File: src/rtl/fetch_unit_pkg.sv
// fetch_unit_pkg
//   Shared definitions for the instruction fetch/sequencer.
//   FU_PC_W      : PC / instruction-memory word-address width used by the
//                  fetch unit and the decoder (branch address / pc fields).
//   FU_INSTR_W   : instruction word width.
//   fetch_state_e: fetch sequencer states.
package fetch_unit_pkg;

   localparam int unsigned FU_PC_W    = 19;
   localparam int unsigned FU_INSTR_W = 32;

   typedef enum logic [2:0] {
      ST_IDLE,
      ST_FETCH,
      ST_ISSUE,
      ST_WAIT,
      ST_HALTED
   } fetch_state_e;

endpackage

File: src/rtl/fetch_unit.sv
// fetch_unit
//   Instruction fetch/sequencer for the multicycle core. Owns the PC, reads
//   instruction memory, issues instr/pc to the decoder with a one-cycle
//   decode_en pulse, then waits for the retire handshake (done). The next
//   PC is pc+1 or the redirect target.
// Ports
//   clk, rstn     : clock, synchronous active-low reset
//   start         : begin/resume fetching (only in IDLE or HALTED)
//   halt_req      : with done, stop after the current instruction
//   imem_addr     : instruction-memory word address (always the current pc)
//   imem_rdata    : instruction word, IMEM_LAT cycles after the address is sampled
//   decode_en     : one-cycle pulse, instr/pc valid for the decoder
//   instr, pc     : issued instruction and its word address
//   done          : current instruction retired (honoured only in WAIT)
//   redirect      : with done, next pc = redirect_pc
//   redirect_pc   : branch/bclr target word address
//   busy          : high in FETCH, ISSUE and WAIT
//   retired       : retired-instruction count, wraps at 2^32
module fetch_unit
   import fetch_unit_pkg::*;
#(
   parameter int unsigned     PC_W     = FU_PC_W,
   parameter int unsigned     IMEM_LAT = 2,
   parameter logic [PC_W-1:0] RESET_PC = '0
) (
   input  logic                  clk,
   input  logic                  rstn,
   input  logic                  start,
   input  logic                  halt_req,
   output logic [PC_W-1:0]       imem_addr,
   input  logic [FU_INSTR_W-1:0] imem_rdata,
   output logic                  decode_en,
   output logic [FU_INSTR_W-1:0] instr,
   output logic [PC_W-1:0]       pc,
   input  logic                  done,
   input  logic                  redirect,
   input  logic [PC_W-1:0]       redirect_pc,
   output logic                  busy,
   output logic [31:0]           retired
);

   localparam int unsigned     LAT_W    = (IMEM_LAT > 1) ? $clog2(IMEM_LAT) : 1;
   localparam logic [LAT_W-1:0] LAT_LAST = LAT_W'(IMEM_LAT - 1);

   fetch_state_e          state_q, state_d;
   logic [PC_W-1:0]       pc_q, pc_d;
   logic [FU_INSTR_W-1:0] instr_q, instr_d;
   logic [LAT_W-1:0]      lat_q, lat_d;
   logic                  dec_q, dec_d;
   logic [31:0]           ret_q, ret_d;
   logic                  bubble_q, bubble_d;

   always_ff @(posedge clk) begin
      if (!rstn) begin
         state_q  <= ST_IDLE;
         pc_q     <= RESET_PC;
         instr_q  <= '0;
         lat_q    <= '0;
         dec_q    <= 1'b0;
         ret_q    <= '0;
         bubble_q <= 1'b0;
      end else begin
         state_q  <= state_d;
         pc_q     <= pc_d;
         instr_q  <= instr_d;
         lat_q    <= lat_d;
         dec_q    <= dec_d;
         ret_q    <= ret_d;
         bubble_q <= bubble_d;
      end
   end

   always_comb begin
      state_d  = state_q;
      pc_d     = pc_q;
      instr_d  = instr_q;
      lat_d    = lat_q;
      dec_d    = 1'b0;
      ret_d    = ret_q;
      bubble_d = 1'b0;
      case (state_q)
         ST_IDLE, ST_HALTED: begin
            if (start) begin
               state_d = ST_FETCH;
               lat_d   = '0;
            end
         end
         ST_FETCH: begin
            // After a retire the new pc reaches the memory one edge later than
            // the FETCH entry, so the first FETCH cycle is spent letting the
            // memory sample it; from IDLE/HALTED the address is already stable.
            if (!bubble_q) begin
               if (lat_q == LAT_LAST) begin
                  instr_d = imem_rdata;
                  dec_d   = 1'b1;
                  lat_d   = '0;
                  state_d = ST_ISSUE;
               end else begin
                  lat_d = lat_q + 1'b1;
               end
            end
         end
         ST_ISSUE: state_d = ST_WAIT;
         ST_WAIT: begin
            if (done) begin
               ret_d = ret_q + 32'd1;
               pc_d  = redirect ? redirect_pc : pc_q + 1'b1;
               lat_d = '0;
               if (halt_req) begin
                  state_d = ST_HALTED;
               end else begin
                  state_d  = ST_FETCH;
                  bubble_d = 1'b1;
               end
            end
         end
         default: state_d = ST_IDLE;
      endcase
   end

   assign imem_addr = pc_q;
   assign pc        = pc_q;
   assign instr     = instr_q;
   assign decode_en = dec_q;
   assign retired   = ret_q;
   assign busy      = (state_q == ST_FETCH) || (state_q == ST_ISSUE) || (state_q == ST_WAIT);

endmodule

File: config.mk
export PLATFORM = sky130hd
export DESIGN_NAME = fetch_unit
export DESIGN_NICKNAME = d
export VERILOG_FILES = /design/src/rtl/fetch_unit_pkg.sv /design/src/rtl/fetch_unit.sv
export SDC_FILE = /design/constraint.sdc
export NUM_CORES = 1
export LEC_CHECK = 0
export BUFFER_PORTS_ARGS = -buffer_cell sky130_fd_sc_hd__buf_4
export CORE_MARGIN = 8
export CORE_UTILIZATION = 25
export CTS_BUF_LIST = sky130_fd_sc_hd__clkbuf_2 sky130_fd_sc_hd__clkbuf_4 sky130_fd_sc_hd__clkbuf_8
export CTS_CLUSTER_DIAMETER = 40
export DETAILED_ROUTE_END_ITERATION = 10
export GPL_ROUTABILITY_DRIVEN = 1
export GPL_TIMING_DRIVEN = 0
export SLEW_MARGIN = 5
export SYNTH_ARGS = -nofsm -noshare
export SYNTH_HDL_FRONTEND = slang
export SYNTH_SLANG_ARGS = --single-unit
export TNS_END_PERCENT = 5
File: constraint.sdc
create_clock -name clk -period 3 [get_ports clk]
set_input_delay 0.75 -clock clk [delete_from_list [all_inputs] [get_ports clk]]
set_output_delay 0.75 -clock clk [all_outputs]
set_load 0.03 [all_outputs]
Word-level counts from Yosys, hierarchy flattened
Cells that the tools add are included.

storage, ports and cells
  input port bits = 57
  logic and storage cells = 46
  register bits after elaboration = 89
  output and inout port bits = 104

operators by class
  bitwise logic cells = 3
  equal/unequal tests = 8
  multiplexer cells = 14
  $add $sub $neg = 3
  reductions and logical operators = 11

operator list
  operator                                                          count
  32-bit by 1-bit adder with 32-bit output (second input constant)  1
  19-bit by 1-bit adder with 19-bit output (second input constant)  1
  19-bit two-way mux                                                1
  3-bit two-way mux                                                 5
  3-bit one-hot mux with 4 select lines                             1
  2-bit != test (second input constant)                             4
  4-bit AND reduction                                               2
  3-bit by 2-bit == test with 1-bit output (second input constant)  2
  1-bit two-way mux                                                 6
  3-bit AND reduction                                               2
  3-bit by 1-bit == test with 1-bit output (second input constant)  1
  3-bit == test (second input constant)                             1
  3-bit logical NOT                                                 1
  1-bit inverter                                                    3
  1-bit one-hot mux with 3 select lines                             1
  3-bit nonzero test                                                1
  3-bit OR reduction                                                1
  1-bit logical OR                                                  2
  2-bit AND reduction                                               1
  2-bit OR reduction                                                1
  1-bit adder (second input constant)                               1

Longest topological paths before layout
Gate-level depths: netlist (run 1).

  depth after elaboration = 4
  mapped depth = 8
  gate-level depth less buffers = 6

Worst setup path before layout (run 1)
No wires, ideal clock.

  path kind = input to register
  start point = input done
  end point = register ret_q[28] (netlist: retired[28])
  buffers on the path = 1
  data required time = 2.930 ns
  arrival time = 1.980 ns
  setup time = 0.070 ns
  slack = 0.950 ns
  cell stages on the path = 6
  path through = nand4b_4 nor4_4 nand4_1 clkbuf_1 or3_1 a21oi_1

between the ends
  longest elaborated chain between the ends = 1

ends and longest elaborated chain
  item                                  line              RTL
  from (decl)                           fetch_unit.sv:35  input logic done,
  2-bit AND reduction (no source line)  -
  to (signal assigned)                  fetch_unit.sv:68  ret_q <= ret_d;
  to (decl)                             fetch_unit.sv:50  logic [31:0] ret_q, ret_d;

No other way between the ends.
A chain may end at the register's enable or synchronous reset.

Worst setup path in the final report (run 1)
  start point = register state_q[1]
  end point = output busy

between the ends
  longest elaborated chain between the ends = 3
  elaborated cells between the ends (all ways) = 5
  classes of those cells = eq/ne: 3; reduce/logical: 2

ends and longest elaborated chain
  item                                                                                                  line               RTL
  from (decl)                                                                                           fetch_unit.sv:45   fetch_state_e state_q, state_d;
  from (signal assigned)                                                                                fetch_unit.sv:63   state_q <= state_d;
  3-bit by 1-bit == test with 1-bit output or 3-bit by 2-bit == test with 1-bit output (tied branches)  fetch_unit.sv:126  assign busy = (state_q == ST_FETCH) || (state_q == ST_ISSUE) || (state_q == ST_WAIT);
  1-bit logical OR                                                                                      fetch_unit.sv:126
  1-bit logical OR (*)                                                                                  fetch_unit.sv:126
  to (decl)                                                                                             fetch_unit.sv:38   output logic busy,

Every way passes the cells marked *; elsewhere a longest branch is shown, timed or not.

==> results of run 1 <==
power groups by stage:
stage | sequential (W) | clock, W | combinational [W]
after floorplan | 0.00127 | 0 | 0.000114
after global placement | 0.00124 | 0 | 0.000269
after detailed placement | 0.00124 | 0 | 0.000269
after CTS | 0.00121 | 0.000944 | 0.000270
after global routing | 0.00122 | 0.00100 | 0.000292
final | 0.00121 | 0.000906 | 0.000267
layout by cell type (no fill, tap or decap), types with 5 or more instances in the layout:
cell type / synthesis / final
nor2_1: 38 / 38
buf_4: 20 / 179
dfxtp_1: 89 / 89
nor3_1: 15 / 15
xnor2_1: 8 / 8
o21ai_0: 31 / 31
a31oi_1: 6 / 6
clkbuf_1: 33 / 33
clkbuf_8: 0 / 9
nand4_1: 16 / 16
and3_1: 8 / 8
and4_1: 5 / 5
or3_1: 14 / 14
nand2_1: 97 / 97
nand3_1: 23 / 23
inv_1: 7 / 7
xor2_1: 9 / 9
a21oi_1: 67 / 67
synthesized netlist by cell type (2+ instances only):
| library cell | number | area [um2] |
|---|---|---|
| and3_1 | 8 | 50.1 |
| nor3_1 | 15 | 75.1 |
| or3_1 | 14 | 87.6 |
| nand3_1 | 23 | 115 |
| nor2b_1 | 3 | 18.8 |
| a31oi_1 | 6 | 37.5 |
| nor2_1 | 38 | 143 |
| o21ai_0 | 31 | 155 |
| and2_1 | 4 | 25.0 |
| a32o_1 | 3 | 30.0 |
| a21oi_1 | 67 | 335 |
| a211oi_1 | 2 | 15.0 |
| dfxtp_1 | 89 | 1780 |
| clkbuf_1 | 33 | 124 |
| xor2_1 | 9 | 78.8 |
| o41ai_1 | 3 | 26.3 |
| o31ai_1 | 2 | 15.0 |
| ha_1 | 2 | 25.0 |
| buf_4 | 20 | 150 |
| or2_2 | 2 | 12.5 |
| and4_1 | 5 | 43.8 |
| nand4_1 | 16 | 100 |
| nand2b_1 | 2 | 12.5 |
| nand2_1 | 97 | 364 |
| inv_1 | 7 | 26.3 |
| mux2i_1 | 3 | 30.0 |
| xnor2_1 | 8 | 70.1 |
| buf_2 | 3 | 15.0 |
| a22oi_1 | 4 | 30.0 |
registers in the layout (all words and copies together), names as in the netlist:
register and count:
decode_en 1, instr 32, lat_q 1, imem_addr 19, bubble_q 1, state_q 3, retired 32
per-stage QoR:
stage                     hold slack [ps]  area [um2]  power, W  worst slack (ps)
after floorplan                       497        4190   0.00138               950
after global placement                443        5660   0.00151               530
after detailed placement              447        5660   0.00151               486
after CTS                             459        5860   0.00243               733
after global routing                  477        5860   0.00251               582
final                                 456        5860   0.00238               769
worst paths after layout:
path,cells past startpoint,slack (ps),to
setup / recovery,4,770,busy
hold / removal,2,460,instr[0]$_SDFFE_PN0P_
setup reg to reg,7,890,imem_addr[16]$_SDFFE_PN0P_
hold reg to reg,2,460,instr[0]$_SDFFE_PN0P_
logic make-up after synthesis:
kind of cell	Yosys count	synth area share, %
AND/OR/NAND/NOR	238	28.2
AO/OA/AOI/OAI	124	16.5
flip-flops	89	42.5
buffers and inverters	64	7.61
XOR/XNOR	17	3.55
multiplexers	4	0.985
adder cells (fa/ha/maj)	2	0.597
routing by layer:
layer  GRT usage (%)  vias up  routed length (um)
li1                -     2191                   -
met1            16.3     1975                6410
met2            19.8      138                6210
met3            4.85       17                 995
met4            4.84        0                 215
met5               0        -                   0
worst min-delay path, delay by kind of cell (launching register included):
kind | cells | cell delay [ps]
flops | 1 | 320
compound gates | 1 | 50
simple gates | 1 | 50
cell type report:
type,instances,area (um2)
buffer,56,289
timing repair buffer,159,1190
multi-input combinational,385,2090
fill,1802,10600
clock buffer,10,131
sequential,89,1780
tap,220,275
clock inverter,4,70.1
inverter,8,30.0
==> qor.yml, run 1 <==
crit_path_cell_trace: "clkbuf_1, nor2_1, nor2_1, buf_4"
overflow: 0
synthFlopType: "dfxtp_1"
viasPerCell: 4.64
coreArea_mm2: 0.0165
dp.cells: 917
p_int_w: 0.00178
path_class: "flop to output pin"
synth_cells: 538
max_freq_ghz: 0.448
drt_iter0_drc: 216
hp-class: "flop to flop"
drtAntennaViolNets: 0
cts.path.max_buffers: 2
die_h_um: 145
synth_cell_types: 48
grt_max_degree: 14
crit_path_start: "state_q[1]$_SDFFE_PN0P_"
grt_pass1_vias: 4103
ir_drop_uv: 163
max_stage_delay_ps: 400
ys_seq_elements: 89
fin_crit_sh_pct: 74.4
postSynthAreaPerCell_um2: 7.79
stdcell_count: 931
power_density_mw_per_mm2: 407
crit_family: "buffers and inverters"
slew_headroom_pct: 58.9
cts_tree: "yes"
via_count: 4321
leakage_nw: 2.38
yosys_warnings: 0
syn_to_final_growth_pct: 39.9
fp.dieArea_mm2: 0.0212
rsz0062_at_grt: "no"
drive_gt1_share_pct: 29.0
cts_sinks: 89
wl_mm: 13.8
grt.total_usage_pct: 13.0
grt_first_pass_wirelength_mm: 22.1
dpl.hpwl_mm: 10.3
min_from: "instr[0]$_SDFFE_PN0P_"
endpoint_kind: "output pin"
worst_pin_slew_ps: 616
ys_seq_area_share_pct: 42.5
p_seq_share_pct: 50.8
drc_errors: 0
worst_path_most_repeated_cell: "nor2_1"
antennaDiodeCount: 0
cts-root-buf: "clkbuf_8"
period_needed_ps: 2230
drt_pass1_iterations: 4
slew_viol_final: 0
cp_max_fo: 10
synth_area_mm2: 0.00419
pwr-share-comb_pct: 11.2
initial_core_util_pct: 25.4
p_sw_w: 0.000606
cap_violations: 0
cts_max_level: 3
cts_setup_buffers: 0
p_sw_share_pct: 25.4
nNetsFinal: 767
setup-tns-final_ps: 0
status: "complete, no violations"
synth_edf_count: 0
gp_congestion: 0.784
clockPowerShare_pct: 38.0
clk_pin_slew_ps: 90
critPathLaunchType: "flop"
finalClockSkew_ps: 12.2
synth_fp_nets: 597
antenna_found_initial: 0
final_util_pct: 35.6
reg2reg_from: "imem_addr[0]$_SDFFE_PN0P_"
die_w_um: 145
async_flop_share_pct: 0
wl_per_cell_um: 14.9
crit_required_ps: 2250
final_hold_viol_count: 0
slowest_stage: "dfxtp_1"
io_buffers: 159
cp_num_buf_inv: 2
clkLatencyLatePin_ps: 370
setup_violations: 0
io_pins: 161
cts_inserted_buffers: 9
post_cts_resized: 0
ctsHoldBuffers: 0
rows: 47
cp.arrival_ps: 1480
No activity file was read; power rests on OpenSTA's default activity.
==> run 2: changes to the inputs <==
--- a/config.mk
+++ b/config.mk
@@ -5,6 +5,7 @@
 export SDC_FILE = /design/constraint.sdc
 export NUM_CORES = 1
 export LEC_CHECK = 0
+export ABC_AREA = 1
 export BUFFER_PORTS_ARGS = -buffer_cell sky130_fd_sc_hd__buf_4
 export CORE_MARGIN = 8
 export CORE_UTILIZATION = 25
==> constraint.sdc (replaced) <==
create_clock -name clk -period 2.14 [get_ports clk]
set_input_delay 0.535 -clock clk [delete_from_list [all_inputs] [get_ports clk]]
set_output_delay 0.535 -clock clk [all_outputs]
set_load 0.03 [all_outputs]
==> run 2 against run 1 <==
Effect of this change:
- via count rose by 14%
- critical endpoint is now retired[24]$_SDFFE_PN0P_
- clock skew up 5.3 ps
- first-iteration DRC count rose by 21%
- cell area is 6.9% higher
- routed wire length grew 11%
- utilization decreased by 0.73 points
- power increased by 52%
- synthesized area up 9.2%
- largest power group unchanged
- final cell count increased by 20%
==> qor.yml, run 2 <==
status: "complete, no violations"
fp.dieArea_mm2: 0.0229
synth_cells: 709
slew_viol_final: 0
synth_area_leaders: "dfxtp_1 (39%), nor2_1 (14%), nand2_1 (14%)"
drt_iter0_drc: 262
crit_path_cell_trace: "ha_1, inv_1, nor2_1, nand2_1, nor2_1, nand2_1, inv_1, nand2_1, o21ai_0, nor2_1"
io_pins: 161
cts_max_level: 3
yosys-top-cells-count: "nor2_1 (168), nand2_1 (165), dfxtp_1 (89)"
cts.path.max_buffers: 2
cts_tree: "yes"
critPathLaunchType: "flop"
viasPerCell: 4.42
power.total_w: 0.00362
die_w_um: 151
setup-tns-final_ps: 0
cts_sinks: 89
path_class: "flop to flop"
grt.total_usage_pct: 13.3
gp_congestion: 0.849
synth_fp_nets: 768
hold_depth: 2
p_int_w: 0.00256
rows: 49
post-place-ws_ps: -56.1
endpoint_kind: "flop"
cts_inserted_buffers: 9
clkLatencyLatePin_ps: 380
ys_seq_elements: 89
synthFlopType: "dfxtp_1"
drc_errors: 0
rsz0062_at_grt: "no"
pwr-share-comb_pct: 17.3
stdcell_count: 1113
wl_per_cell_um: 13.8
setup_slack_ps: 345
clockPowerShare_pct: 33.5
nNetsFinal: 939
r2r_cells: 10
p_seq_share_pct: 49.2
synth_cell_types: 30
post_cts_resized: 0
drtAntennaViolNets: 0
antennaDiodeCount: 0
synth_xor_area_share_pct: 1.72
yosys.area_share.adder_pct: 0.547
mostFrequentLayoutCells: "buf_4 (180), nor2_1 (168), nand2_1 (165)"
max_stage_delay_ps: 410
slew_headroom_pct: 54.8
yosys_warnings: 0
final_common_cell: "buf_4"
ys_seq_area_share_pct: 38.9
leakage_nw: 2.73
grt_max_degree: 15
whs_endpoint: "bubble_q$_SDFF_PN0_"
async_flop_share_pct: 0
synth_edf_count: 0
io_buffers: 160
clk_pin_slew_ps: 100
power_density_mw_per_mm2: 578
r2r-end: "retired[24]$_SDFFE_PN0P_"
synth-simple-area-share_pct: 35.6
final_area_mm2: 0.00626
synth.area.mux_share_pct: 0
slowest_stage: "dfxtp_1"
final_hold_viol_count: 0
ctsHoldBuffers: 0
synth_area_mm2: 0.00458
hp-class: "input port to flop"
synth_compound_area_share_pct: 13.0
p_sw_w: 0.00107
cp_max_fo: 4
min_from: "halt_req"
synth_top_area_cell: "dfxtp_1"
synth_top_family_by_area: "simple AND/OR/NAND/NOR gates"
reg2reg_from: "retired[1]$_SDFFE_PN0P_"
cap_violations: 0
yosys.area.top_type_share_pct: 38.9
crit_required_ps: 2400
n_fill_cell: 1949
die_h_um: 151
coreArea_mm2: 0.0180
yosysMostFrequentCell: "nor2_1"
drt_pass1_iterations: 5
finalClockSkew_ps: 17.5
dpl.hpwl_mm: 11.8
via_count: 4924
p_sw_share_pct: 29.4
wl_mm: 15.3
cts-root-buf: "clkbuf_8"
setup_violations: 0
antenna_found_initial: 0
worst_pin_slew_ps: 678
overflow: 0
placed_cell_area_mm2: 0.00606
initial_core_util_pct: 25.5
fin_crit_sh_pct: 83.9
postSynthAreaPerCell_um2: 6.46
grt_pass1_vias: 4667
cp.arrival_ps: 2050
dp.cells: 1098
period_needed_ps: 1790
syn_to_final_growth_pct: 36.8
drive_gt1_share_pct: 24.9
max_freq_ghz: 0.557
grt_first_pass_wirelength_mm: 24.1
cts_setup_buffers: 0
ir_drop_uv: 314
rrSetupSlack_ps: 350
==> run 2: power groups by stage <==
stage | logic, W | clock network [W] | registers (W)
after CTS | 0.000639 | 0.00127 | 0.00178
after detailed placement | 0.000637 | 0 | 0.00182
final | 0.000627 | 0.00121 | 0.00178
after global placement | 0.000636 | 0 | 0.00182
after floorplan | 0.000238 | 0 | 0.00194
after global routing | 0.000689 | 0.00133 | 0.00179
==> run 2: cell type report <==
type / count / area [um2] / share of cell area (%)
sequential: 89 / 1780 / 28.5
clock inverter: 4 / 52.6 / 0.839
clock buffer: 11 / 145 / 2.32
inverter: 56 / 210 / 3.36
timing repair buffer: 160 / 1200 / 19.2
multi-input combinational: 519 / 2330 / 37.2
tap: 229 / 287 / 4.58
buffer: 45 / 258 / 4.12
==> run 2: logic make-up (layout without fill, tap and decap cells) <==
family,count (synthesis),count (layout)
flip-flops,89,89
XOR/XNOR,9,9
adder cells (fa/ha/maj),2,2
buffers and inverters,101,276
AO/OA/AOI/OAI,115,115
AND/OR/NAND/NOR,393,393
==> run 2: worst max-delay path by stage <==
| stage | from | endpoint | slack (ps) |
|---|---|---|---|
| finish | retired[1]$_SDFFE_PN0P_ | retired[24]$_SDFFE_PN0P_ | 350 |
| detailed placement | rstn | instr[28]$_SDFFE_PN0P_ | -60 |
| floorplan | retired[1]$_SDFFE_PN0P_ | retired[22]$_SDFFE_PN0P_ | 440 |
| global placement | rstn | instr[30]$_SDFFE_PN0P_ | -50 |
| global route | imem_addr[0]$_SDFFE_PN0P_ | imem_addr[12]$_SDFFE_PN0P_ | 160 |
| CTS | state_q[0]$_SDFFE_PN0P_ | busy | 330 |
==> run 2: through the flow <==
| stage | utilization, % | hold slack, ps |
|---|---|---|
| 6_report | 34.9 | 337 |
| 4_1_cts | 34.9 | 307 |
| 2_1_floorplan | - | 452 |
| 5_1_grt | 34.9 | 316 |
| 3_3_place_gp | 33.8 | 466 |
| 3_5_place_dp | 33.8 | 478 |
==> run 2: layer usage <==
layer | track usage, % | routed length, um | vias to the layer above
li1 | - | - | 2572
met3 | 5.44 | 1690 | 14
met1 | 16.2 | 6570 | 2187
met2 | 21.0 | 6870 | 151
met4 | 4.26 | 182 | 0
met5 | 0 | 0 | -
==> run 2: worst max-delay path, delay by kind of cell (launching register included) <==
| kind | cells | cell delay [ps] |
|---|---|---|
| adders and majority gates | 1 | 230 |
| buffers and inverters | 2 | 210 |
| AOI/OAI and AO/OA | 1 | 170 |
| DFF | 1 | 410 |
| and+or+nand+nor | 6 | 660 |
==> run 3: changes to the inputs <==
==> constraint.sdc (replaced) <==
create_clock -name clk -period 1.6 [get_ports clk]
set_input_delay 0.4 -clock clk [delete_from_list [all_inputs] [get_ports clk]]
set_output_delay 0.4 -clock clk [all_outputs]
set_load 0.03 [all_outputs]
==> run 3 against run 2 <==
Effect of this change:
- clock skew grew 3.3 ps
- first-iteration DRC count grew 1.5%
- utilization grew 1.2 points
- non-clock buffer count grew 3
- sequential cell count is the same
- combinational power grew 37%
- highest routed layer unchanged
==> qor.yml, run 3 (same netlist as run 2, synthesis figures left out) <==
status: "complete, no violations"
gp_congestion: 0.852
drc_errors: 0
clockPowerShare_pct: 36.2
antenna_found_initial: 0
cts_tree: "yes"
max_freq_ghz: 0.647
syn_to_final_growth_pct: 41.4
p_sw_w: 0.00148
fp.dieArea_mm2: 0.0229
cp.arrival_ps: 1150
dr_wl_met3_mm: 1.52
dpl.hpwl_mm: 11.9
final_common_cell: "buf_4"
fin_crit_sh_pct: 96.6
cts_inserted_buffers: 9
p_seq_share_pct: 46.9
finalClockSkew_ps: 20.8
worst_pin_slew_ps: 664
final_hold_viol_count: 0
worst_path_most_repeated_cell: "buf_4"
ctsHoldBuffers: 0
grt_pass1_vias: 4750
drive_gt1_share_pct: 30.9
slew_viol_final: 0
die_w_um: 151
initial_core_util_pct: 25.5
grt_max_degree: 15
cp_num_buf_inv: 2
cap_violations: 0
routed.top_layer: "met4"
clkLatencyLatePin_ps: 380
stdcell_count: 1116
drt_pass1_iterations: 4
period_needed_ps: 1550
slew_headroom_pct: 55.8
rsz0062_at_grt: "yes"
n_fill_cell: 1947
overflow: 0
nNetsFinal: 942
route.met2.wl_mm: 7.05
max_stage_delay_ps: 470
hold_slack_ps: 205
cts_max_level: 3
mostFrequentLayoutCells: "buf_4 (184), nand2_1 (163), nor2_1 (152)"
cp_max_fo: 6
endpoint_kind: "output pin"
crit_path_cell_trace: "buf_4, buf_4"
path_class: "flop to output pin"
cts-root-buf: "clkbuf_8"
hp-class: "input port to flop"
rows: 49
clk_pin_slew_ps: 110
crit_family: "flip-flops"
crit_required_ps: 1200
cts_sinks: 89
die_h_um: 151
wl_mm: 15.6
met1_length_mm: 6.91
slowest_stage: "dfxtp_1"
ir_drop_uv: 449
critPathLaunchType: "flop"
pwr-share-comb_pct: 16.9
leakage_nw: 2.78
power_density_mw_per_mm2: 787
p_sw_share_pct: 29.2
viasPerCell: 4.41
grt.total_usage_pct: 13.7
grt_first_pass_wirelength_mm: 24.8
io_buffers: 160
antennaDiodeCount: 0
coreArea_mm2: 0.0180
wl_per_cell_um: 14.0
p_int_w: 0.00361
dp.cells: 1098
io_pins: 161
drtAntennaViolNets: 0
drt_iter0_drc: 266
setup_violations: 0
via_count: 4917
cts.path.max_buffers: 2
run 3: timing repair:
action                                  CTS  global route
endpoints found under the hold margin     0             0
buffers inserted                          0             3
pin swaps                                 1             5
resized for setup                        19            50
endpoints found under the setup margin   53            75
run 3: cell type report:
| class | instances | area [um2] | area share (%) |
|---|---|---|---|
| multi-input combinational | 519 | 2430 | 37.5 |
| sequential | 89 | 1820 | 28.2 |
| timing repair buffer | 163 | 1220 | 18.9 |
| tap | 229 | 287 | 4.43 |
| buffer | 45 | 270 | 4.18 |
| inverter | 56 | 210 | 3.25 |
| clock buffer | 11 | 151 | 2.34 |
| clock inverter | 4 | 76.3 | 1.18 |
run 3: path summary, 6_finish.rpt:
check                                           endpoint  cells after the start  slack [ps]                      start
worst max-delay path                               pc[3]                      2          50  imem_addr[3]$_SDFFE_PN0P_
worst min-delay path                 bubble_q$_SDFF_PN0_                      2         210                   halt_req
worst max register to register  retired[21]$_SDFFE_PN0P_                      8         100    state_q[2]$_SDFFE_PN0P_
worst min register to register   retired[8]$_SDFFE_PN0P_                      2         500    retired[8]$_SDFFE_PN0P_
run 3: metal layers:
metal / up-vias / global-route usage [%]
li1: 2578 / -
met1: 2176 / 16.9
met2: 149 / 21.7
met3: 14 / 5.32
met4: 0 / 3.71
met5: - / 0
run 3: power groups by stage:
stage | combinational, W | sequential [W] | clock, W
floorplan | 0.000318 | 0.00259 | 0
global placement | 0.000854 | 0.00243 | 0
detailed placement | 0.000852 | 0.00243 | 0
CTS | 0.000861 | 0.00239 | 0.00188
global route | 0.000946 | 0.00240 | 0.00198
finish | 0.000860 | 0.00239 | 0.00184
run 3: stage by stage:
| step | util [%] | setup WS (ps) | total power (W) | area (um2) | TNS, ps |
|---|---|---|---|---|---|
| floorplan | - | -35.2 | 0.00291 | 4580 | -35.2 |
| global placement | 33.8 | -414 | 0.00328 | 6070 | -5940 |
| detailed placement | 33.8 | -429 | 0.00328 | 6070 | -6440 |
| CTS | 35.3 | -11.6 | 0.00514 | 6340 | -11.6 |
| global route | 36.0 | -54.0 | 0.00533 | 6470 | -186 |
| finish | 36.0 | 53.7 | 0.00509 | 6470 | 0 |
